==> src/rtl/join_block.sv <==
// join_block: clocked 4-phase join controller. Two upstream requesters are
// merged into one downstream request; both are acknowledged together. The
// block also synchronises its asynchronous inputs, flags 4-phase protocol
// violations and keeps transaction-count and arrival-skew statistics.
module join_block #(
  parameter int SYNC_STAGES = 2,
  parameter int COUNT_W     = 16,
  parameter int SKEW_W      = 8
) (
  input  logic               clk,
  input  logic               rst,
  input  logic               req_in1,
  output logic               ack_in1,
  input  logic               req_in2,
  output logic               ack_in2,
  output logic               req_out,
  input  logic               ack_out,
  input  logic               err_clr,
  output logic               proto_err,
  output logic [COUNT_W-1:0] tx_count,
  output logic [SKEW_W-1:0]  max_skew
);

  typedef enum logic [1:0] {
    IDLE = 2'd0,
    REQ  = 2'd1,
    ACK  = 2'd2,
    REL  = 2'd3
  } state_e;

  state_e state_q, state_d;

  logic [SYNC_STAGES-1:0] sync1_q, sync2_q, synca_q;
  logic                   r1, r2, a;
  logic                   r1Prev_q, r2Prev_q;
  logic                   rise1, rise2, fall1, fall2;

  logic                   reqOut_q, reqOut_d;
  logic                   ack_q, ack_d;
  logic                   protoErr_q, protoErr_d;
  logic                   violation;
  logic [COUNT_W-1:0]     txCount_q, txCount_d;
  logic [SKEW_W-1:0]      skewCnt_q, skewCnt_d;
  logic [SKEW_W-1:0]      maxSkew_q, maxSkew_d;

  // Synchroniser chains for the three asynchronous inputs.
  always_ff @(posedge clk or negedge rst) begin
    if (!rst) begin
      sync1_q <= '0;
      sync2_q <= '0;
      synca_q <= '0;
    end else begin
      sync1_q[0] <= req_in1;
      sync2_q[0] <= req_in2;
      synca_q[0] <= ack_out;
      for (int i = 1; i < SYNC_STAGES; i++) begin
        sync1_q[i] <= sync1_q[i-1];
        sync2_q[i] <= sync2_q[i-1];
        synca_q[i] <= synca_q[i-1];
      end
    end
  end

  assign r1 = sync1_q[SYNC_STAGES-1];
  assign r2 = sync2_q[SYNC_STAGES-1];
  assign a  = synca_q[SYNC_STAGES-1];

  assign rise1 = r1 & ~r1Prev_q;
  assign rise2 = r2 & ~r2Prev_q;
  assign fall1 = ~r1 & r1Prev_q;
  assign fall2 = ~r2 & r2Prev_q;

  // State, registered outputs, statistics and one-cycle history of r1/r2.
  always_ff @(posedge clk or negedge rst) begin
    if (!rst) begin
      state_q    <= IDLE;
      reqOut_q   <= 1'b0;
      ack_q      <= 1'b0;
      protoErr_q <= 1'b0;
      txCount_q  <= '0;
      skewCnt_q  <= '0;
      maxSkew_q  <= '0;
      r1Prev_q   <= 1'b0;
      r2Prev_q   <= 1'b0;
    end else begin
      state_q    <= state_d;
      reqOut_q   <= reqOut_d;
      ack_q      <= ack_d;
      protoErr_q <= protoErr_d;
      txCount_q  <= txCount_d;
      skewCnt_q  <= skewCnt_d;
      maxSkew_q  <= maxSkew_d;
      r1Prev_q   <= r1;
      r2Prev_q   <= r2;
    end
  end

  // Next-state, violation detection and statistics update. Violations never
  // change the transitions; they only feed the sticky error flag.
  always_comb begin
    state_d   = state_q;
    violation = 1'b0;
    txCount_d = txCount_q;
    skewCnt_d = skewCnt_q;
    maxSkew_d = maxSkew_q;
    case (state_q)
      IDLE: begin
        if (a) violation = 1'b1;
        if (r1 && r2) begin
          state_d   = REQ;
          if (skewCnt_q > maxSkew_q) maxSkew_d = skewCnt_q;
          skewCnt_d = '0;
        end else if (r1 ^ r2) begin
          if (skewCnt_q != '1) skewCnt_d = skewCnt_q + SKEW_W'(1);
        end
      end
      REQ: begin
        if (fall1 || fall2) violation = 1'b1;
        if (a) state_d = ACK;
      end
      ACK: begin
        if (rise1 || rise2) violation = 1'b1;
        if (!r1 && !r2) state_d = REL;
      end
      REL: begin
        if (rise1 || rise2) violation = 1'b1;
        if (!a) begin
          state_d   = IDLE;
          txCount_d = txCount_q + COUNT_W'(1);
        end
      end
      default: state_d = IDLE;
    endcase

    if (violation)    protoErr_d = 1'b1;
    else if (err_clr) protoErr_d = 1'b0;
    else              protoErr_d = protoErr_q;

    reqOut_d = (state_d == REQ) || (state_d == ACK);
    ack_d    = (state_d == ACK) || (state_d == REL);
  end

  assign req_out   = reqOut_q;
  assign ack_in1   = ack_q;
  assign ack_in2   = ack_q;
  assign proto_err = protoErr_q;
  assign tx_count  = txCount_q;
  assign max_skew  = maxSkew_q;

endmodule

==> config.mk <==
export PLATFORM = sky130hd
export DESIGN_NAME = join_block
export DESIGN_NICKNAME = d
export VERILOG_FILES = /design/src/rtl/join_block.sv
export SDC_FILE = /design/constraint.sdc
export NUM_CORES = 1
export LEC_CHECK = 0
export ABC_AREA = 1
export BUFFER_PORTS_ARGS = -buffer_cell sky130_fd_sc_hd__clkbuf_2
export CAP_MARGIN = 0
export CORE_ASPECT_RATIO = 0.6
export CORE_MARGIN = 3
export CORE_UTILIZATION = 45
export DETAILED_ROUTE_END_ITERATION = 10
export GPL_TIMING_DRIVEN = 0
export PLACE_DENSITY_LB_ADDON = 0.25
export SLEW_MARGIN = 20
export SYNTH_ARGS = -nofsm -noshare
export SYNTH_HDL_FRONTEND = slang
export SYNTH_SLANG_ARGS = --single-unit
==> constraint.sdc <==
create_clock -name clk -period 2 [get_ports clk]
set_input_delay 0.3 -clock clk [delete_from_list [all_inputs] [get_ports clk]]
set_output_delay 0.3 -clock clk [all_outputs]
set_load 0.02 [all_outputs]
== Word-level counts from Yosys, hierarchy flattened ==
Index checks and enable logic that the tools add are counted.

* Bitwise logic cells: 10
* Reduce and logical (&&, ||, !) cells: 16
* Multiplexer cells: 14
* Magnitude comparators: 1
* Equality and inequality tests: 7
* Add/sub/neg operators: 2

{| class="wikitable"
|+ Operators with widths
! cell !! number
|-
| 8-bit two-way mux || 3
|-
| 16-bit by 1-bit adder with 16-bit output (second input constant) || 1
|-
| 8-bit by 1-bit adder with 8-bit output (second input constant) || 1
|-
| 2-bit == test (second input constant) || 4
|-
| 8-bit > comparator || 1
|-
| 2-bit two-way mux || 4
|-
| 8-bit inequality test (second input constant) || 1
|-
| 2-bit case mux with 4 select lines || 1
|-
| 3-bit AND reduction || 2
|-
| 2-bit nonzero test || 3
|-
| 1-bit two-way mux || 5
|-
| 1-bit inverter || 5
|-
| 1-bit bitwise AND || 4
|-
| 2-bit by 1-bit == test with 1-bit output (second input constant) || 2
|-
| 1-bit logical OR || 4
|-
| 1-bit case mux with 3 select lines || 1
|-
| 1-bit logical AND || 2
|-
| 1-bit zero test || 2
|-
| 2-bit zero test || 1
|-
| 2-bit AND reduction || 1
|-
| 2-bit OR reduction || 1
|-
| 1-bit bitwise XOR || 1
|}

* Word-level logic and storage cells: 62
* Flip-flop bits (word level): 45
* Input bits: 6
* Output and inout port bits: 28

== Logic depth before layout (Yosys ltp) ==
* Word-level depth: 6
* Gate-level depth with buffers: 12
* Gate-level depth less buffers: 12

== Worst setup path after synthesis ==
OpenSTA, ideal clock, no wires.

* Path type: reg-to-reg
* Start: reg maxSkew_q[7], in the netlist max_skew[7]
* End: reg maxSkew_q[0], in the netlist max_skew[0]
* Library setup time: 0.117 ns
* Data required time: 1.883 ns
* Stages on the path, launching flop included: 10
* Path buffers: 0
* Setup slack: 0.332 ns
* Clock period less this slack: 1.668 ns
* Arrival: 1.551 ns
* Path through: dfrtp_1 inv_1 ha_1 nand2_1 nor2_1 nand2_1 nand2_1 nand2_4 nand2_1 nand2_1

* Cells in the longest elaborated chain, start to end: 2

{| class="wikitable"
|+ Ends and longest elaborated chain
! item !! RTL line !! source
|-
| start: declaration || 44 || <nowiki>logic [SKEW_W-1:0] maxSkew_q, maxSkew_d;</nowiki>
|-
| start signal: assignment || 92 || <nowiki>maxSkew_q <= maxSkew_d;</nowiki>
|-
| 8-bit > comparator || 111 || <nowiki>if (skewCnt_q > maxSkew_q) maxSkew_d = skewCnt_q;</nowiki>
|-
| 3-bit AND reduction (no line) || -- ||
|}

No other way between the ends.
A chain may end at the register's enable or synchronous reset.

== Worst setup path after layout ==
* Start: reg skewCnt_q[7]
* End: reg maxSkew_q[6], in the netlist max_skew[6]

* Cells in the longest elaborated chain, start to end: 2

{| class="wikitable"
|+ Ends and longest elaborated chain
! item !! RTL line !! source
|-
| start: declaration || 43 || <nowiki>logic [SKEW_W-1:0] skewCnt_q, skewCnt_d;</nowiki>
|-
| start signal: assignment || 91 || <nowiki>skewCnt_q <= skewCnt_d;</nowiki>
|-
| 8-bit > comparator || 111 ||
|-
| 3-bit AND reduction (no line) || -- ||
|}

No other way between the ends.

==> results_tabular.tex <==
\begin{tabular}{lr}
\hline
Metric & Value \\
\hline
\multicolumn{2}{l}{\textbf{Power and ir drop}} \\
\quad Leakage & approximately 0.0014 uW \\
\quad Fraction of power consumed by sequential logic & between 40\% and 50\% \\
\quad Share of power burned in the clock network & 20.1\% \\
\quad P\_int & between 1500 and 2000 uW \\
\quad Maximum vdd drop & around 0.00063 V \\
\quad Net switching component of the power & 1210 uW \\
\quad Part of the total power dissipated in combinational logic & 38.5\% \\
\quad Final Total Pwr & 2950 uW \\
\quad Power density normalized to cell area & 1110 nW/um2 \\
\quad Switching share of total power & 41.0\% \\
\multicolumn{2}{l}{\textbf{Synth}} \\
\quad Share of synthesized area occupied by flip-flops and latches & 47.5\% \\
\quad Number of synthesized flops with an enable pin & 0 \\
\quad Predominant post-synthesis flop cell & sky130\_fd\_sc\_hd\_\_dfrtp\_1 \\
\quad Avg Cell Area, Syn & around 8.3 um2 \\
\quad Count of unique library cells instantiated by Yosys & 32 \\
\quad Synthesized cell area & between 2000 and 2500 um2 \\
\quad Post-synthesis instance total & $\sim$280 \\
\quad Synthesized flop and latch total & 44 \\
\quad Synth Net Count & about 300 \\
\quad Fraction of registers with async set or reset after synthesis & 100\% \\
\quad Number of warnings printed during yosys synthesis & 0 \\
\multicolumn{2}{l}{\textbf{Route}} \\
\quad Post-detailed-route wirelength per cell & 11.7 um \\
\quad Via density per instance & between 4 and 5 \\
\quad Antenna violation net count after detailed routing & 0 \\
\quad Vias post-DR & 1,770 \\
\quad Drt drc & 0 \\
\quad First drt pass iteration count & 4 \\
\quad Routed wire length & 4.44 mm \\
\quad Initial DRC count & 133 \\
\multicolumn{2}{l}{\textbf{Finish}} \\
\quad Area of all sequential standard cells & 1100 um2 \\
\quad End-of-flow core utilization & 55.7\% \\
\quad Synthesis-to-layout area growth & 14.7\% \\
\quad Post-route insts no fill & 381 \\
\quad Fill cells & 458 \\
\quad Area occupied by multi-input gates & 1050 um2 \\
\quad Fraction of final layout cells with drive strength greater than 1 & 18.6\% \\
\quad Most common cell after layout, fill and taps aside & sky130\_fd\_sc\_hd\_\_nand2\_1 \\
\quad Number of nets in the layout & 334 \\
\quad Number of diodes added for antenna fixing & 0 \\
\quad Commonest cells after routing, fill and taps aside & sky130\_fd\_sc\_hd\_\_nand2\_1, sky130\_fd\_sc\_hd\_\_dfrtp\_1, sky130\_fd\_sc\_hd\_\_inv\_1 \\
\multicolumn{2}{l}{\textbf{STA}} \\
\quad Post-Route Skew & 8.00 ps \\
\quad Share of the cycle needed by the critical path after routing & 90.4\% \\
\quad Setup violations, final & 0 \\
\quad Transition time at the pin with the least slew margin & a little under 1000 ps \\
\quad Worst-case headroom to the max-slew limit & 35.2\% \\
\quad Count of final max-slew check failures & 0 \\
\quad Aggregate negative setup slack & 0 ps \\
\quad Setup repair after global routing missed its margin & no \\
\quad Time the final worst path needs with I/O delays and setup & 1810 ps \\
\quad Min Hold Slack & roughly 120 ps \\
\quad Max Fclk & about 550 MHz \\
\quad Total count of hold-check failures in the final report & 0 \\
\multicolumn{2}{l}{\textbf{Floorplan}} \\
\quad Die Footprint & roughly 6100 um2 \\
\quad DIE WIDTH & 98.7 um \\
\quad Height of the chip & just over 60 um \\
\quad Standard-cell row count & 19 \\
\quad Top-level I/O count & 34 \\
\quad Placeable core region & roughly 4800 um2 \\
\quad Initial core utilization & 48.5\% \\
\multicolumn{2}{l}{\textbf{Hold path}} \\
\quad HP Class & in2reg \\
\multicolumn{2}{l}{\textbf{Worst setup path}} \\
\quad Data required time at the worst endpoint & 2180 ps \\
\quad Arrival time reported for the critical path endpoint & 1990 ps \\
\quad Kind of start point of the critical path & flop \\
\quad Type of the worst setup path & reg2reg \\
\quad Critical-path maximum fanout & 9 \\
\quad Worst setup EP type & flop \\
\multicolumn{2}{l}{\textbf{Global route}} \\
\quad Residual overflow from global routing & 0 \\
\quad Gr usage total & 15.7\% \\
\quad Number of global-route vias before repair & approximately 1,500 \\
\quad Maximum number of pins on one net before global-route repair & 45 \\
\quad Number of antenna violations at the first check in global routing & 0 \\
\quad Wire length of the first global-routing pass & 7.42 mm \\
\multicolumn{2}{l}{\textbf{Clocking}} \\
\quad Clock Latency Late Sink & 290 ps \\
\quad Number of sinks on the clock net & 44 \\
\quad Clock tree from TritonCTS & done \\
\quad Root cell of the clock tree & sky130\_fd\_sc\_hd\_\_clkbuf\_8 \\
\quad Num CTS Buffers & 5 \\
\quad Deepest clock path buffer count & 2 \\
\quad CTS clock-pin slew for the worst setup and hold paths & $\sim$80 ps \\
\quad Hold buffer count at cts & 0 \\
\quad Number of post-CTS setup repair buffers & 0 \\
\quad Post-cts sizing count & 0 \\
\quad Maximum level of the CTS H-tree & 2 \\
\multicolumn{2}{l}{\textbf{Placed design}} \\
\quad Number of instances in the placed design & 374 \\
\quad DPL Wire Length & 3.33 mm \\
\quad RD Place Congestion & 0.795 \\
\quad Number of buffers inserted by port buffering & 33 \\
\multicolumn{2}{l}{\textbf{Job}} \\
\quad Count of maximum capacitance violations & 0 \\
\multicolumn{2}{l}{\textbf{Run status}} \\
\quad Result of the run & finished clean \\
\hline
\end{tabular}
## metal layers
layer  global-route usage, %  share of wire (%)  vias to the layer above
li1                        -                  -                      947
met1                    25.5                 56                      781
met2                    19.5                 38                       37
met3                    4.52                5.0                        5
met4                    4.09               0.74                        0
met5                       0                  0                        -
## state kept, by name, indices dropped and copies added, names as in the netlist
signal / flops
state_q: 1
sync1_q: 2
r2Prev_q: 1
tx_count: 16
proto_err: 1
r1Prev_q: 1
sync2_q: 2
max_skew: 8
ack_in1: 1
skewCnt_q: 8
synca_q: 2
req_out: 1
## through the flow
| stage | instance area [um2] | setup slack, ps |
|---|---|---|
| after global routing | 2660 | 43.3 |
| after detailed placement | 2560 | 198 |
| final | 2660 | 192 |
| after CTS | 2660 | 185 |
| after global placement | 2560 | 207 |
| after floorplan | 2320 | 332 |
## cell type report
cell class,count,area share (%)
repair buffers,33,6.21
plain buffers,3,1.13
clock buffers,7,3.62
inverters,37,5.22
flip-flops and latches,44,41.4
well taps,63,2.96
multi-input cells,194,39.5
## synthesized netlist by cell type, drive strengths merged (2+ instances only)
cell type  number  area [um2]
nor2           24         103
dfrtp          44        1100
xor2            9        78.8
o21ai          10        50.1
buf             3        30.0
nand2          95         372
nand3b          2        15.0
a21oi           6        41.3
nor3            4        30.0
inv            36         135
xnor2           4        35.0
ha             10         125
nand3          22         143
## logic make-up after synthesis
family	count (synthesis)	share of synthesized area, %
flip-flops	44	47.5
AND/OR/NAND/NOR	149	29.1
buffers and inverters	40	7.28
adder cells (fa/ha/maj)	10	5.39
XOR/XNOR	13	4.91
AO/OA/AOI/OAI	22	5.88
## worst paths after layout
kind / start / slack (ps) / to / depth (start not counted)
hold reg to reg: sync2_q[0]$_DFF_PN0_ / 350 / sync2_q[1]$_DFF_PN0_ / 0
setup reg to reg: skewCnt_q[7]$_DFFE_PN0P_ / 190 / max_skew[6]$_DFFE_PN0P_ / 8
hold / removal: req_in2 / 120 / sync2_q[0]$_DFF_PN0_ / 1
max in group asynchronous: rst / 1230 / tx_count[4]$_DFFE_PN0P_ / 1
setup / recovery: skewCnt_q[7]$_DFFE_PN0P_ / 190 / max_skew[6]$_DFFE_PN0P_ / 8
min in group asynchronous: rst / 150 / tx_count[15]$_DFFE_PN0P_ / 1
## critical path, stage by stage (launching register included)
cell	delay [ps]
sky130_fd_sc_hd__dfrtp_1	460
sky130_fd_sc_hd__ha_1	320
sky130_fd_sc_hd__nand2_1	70
sky130_fd_sc_hd__nor2_1	220
sky130_fd_sc_hd__nand2_1	80
sky130_fd_sc_hd__nand2_1	280
sky130_fd_sc_hd__nand2_4	140
sky130_fd_sc_hd__nand2_1	90
sky130_fd_sc_hd__nand2_1	50
## power groups by stage
stage	Clock, uW	Combinational (uW)	Sequential (uW)
global route	651	1290	1250
global placement	0	1130	1230
CTS	611	1150	1220
detailed placement	0	1140	1240
floorplan	0	734	1330
finish	593	1140	1220
(Power assumes the default switching activity.)
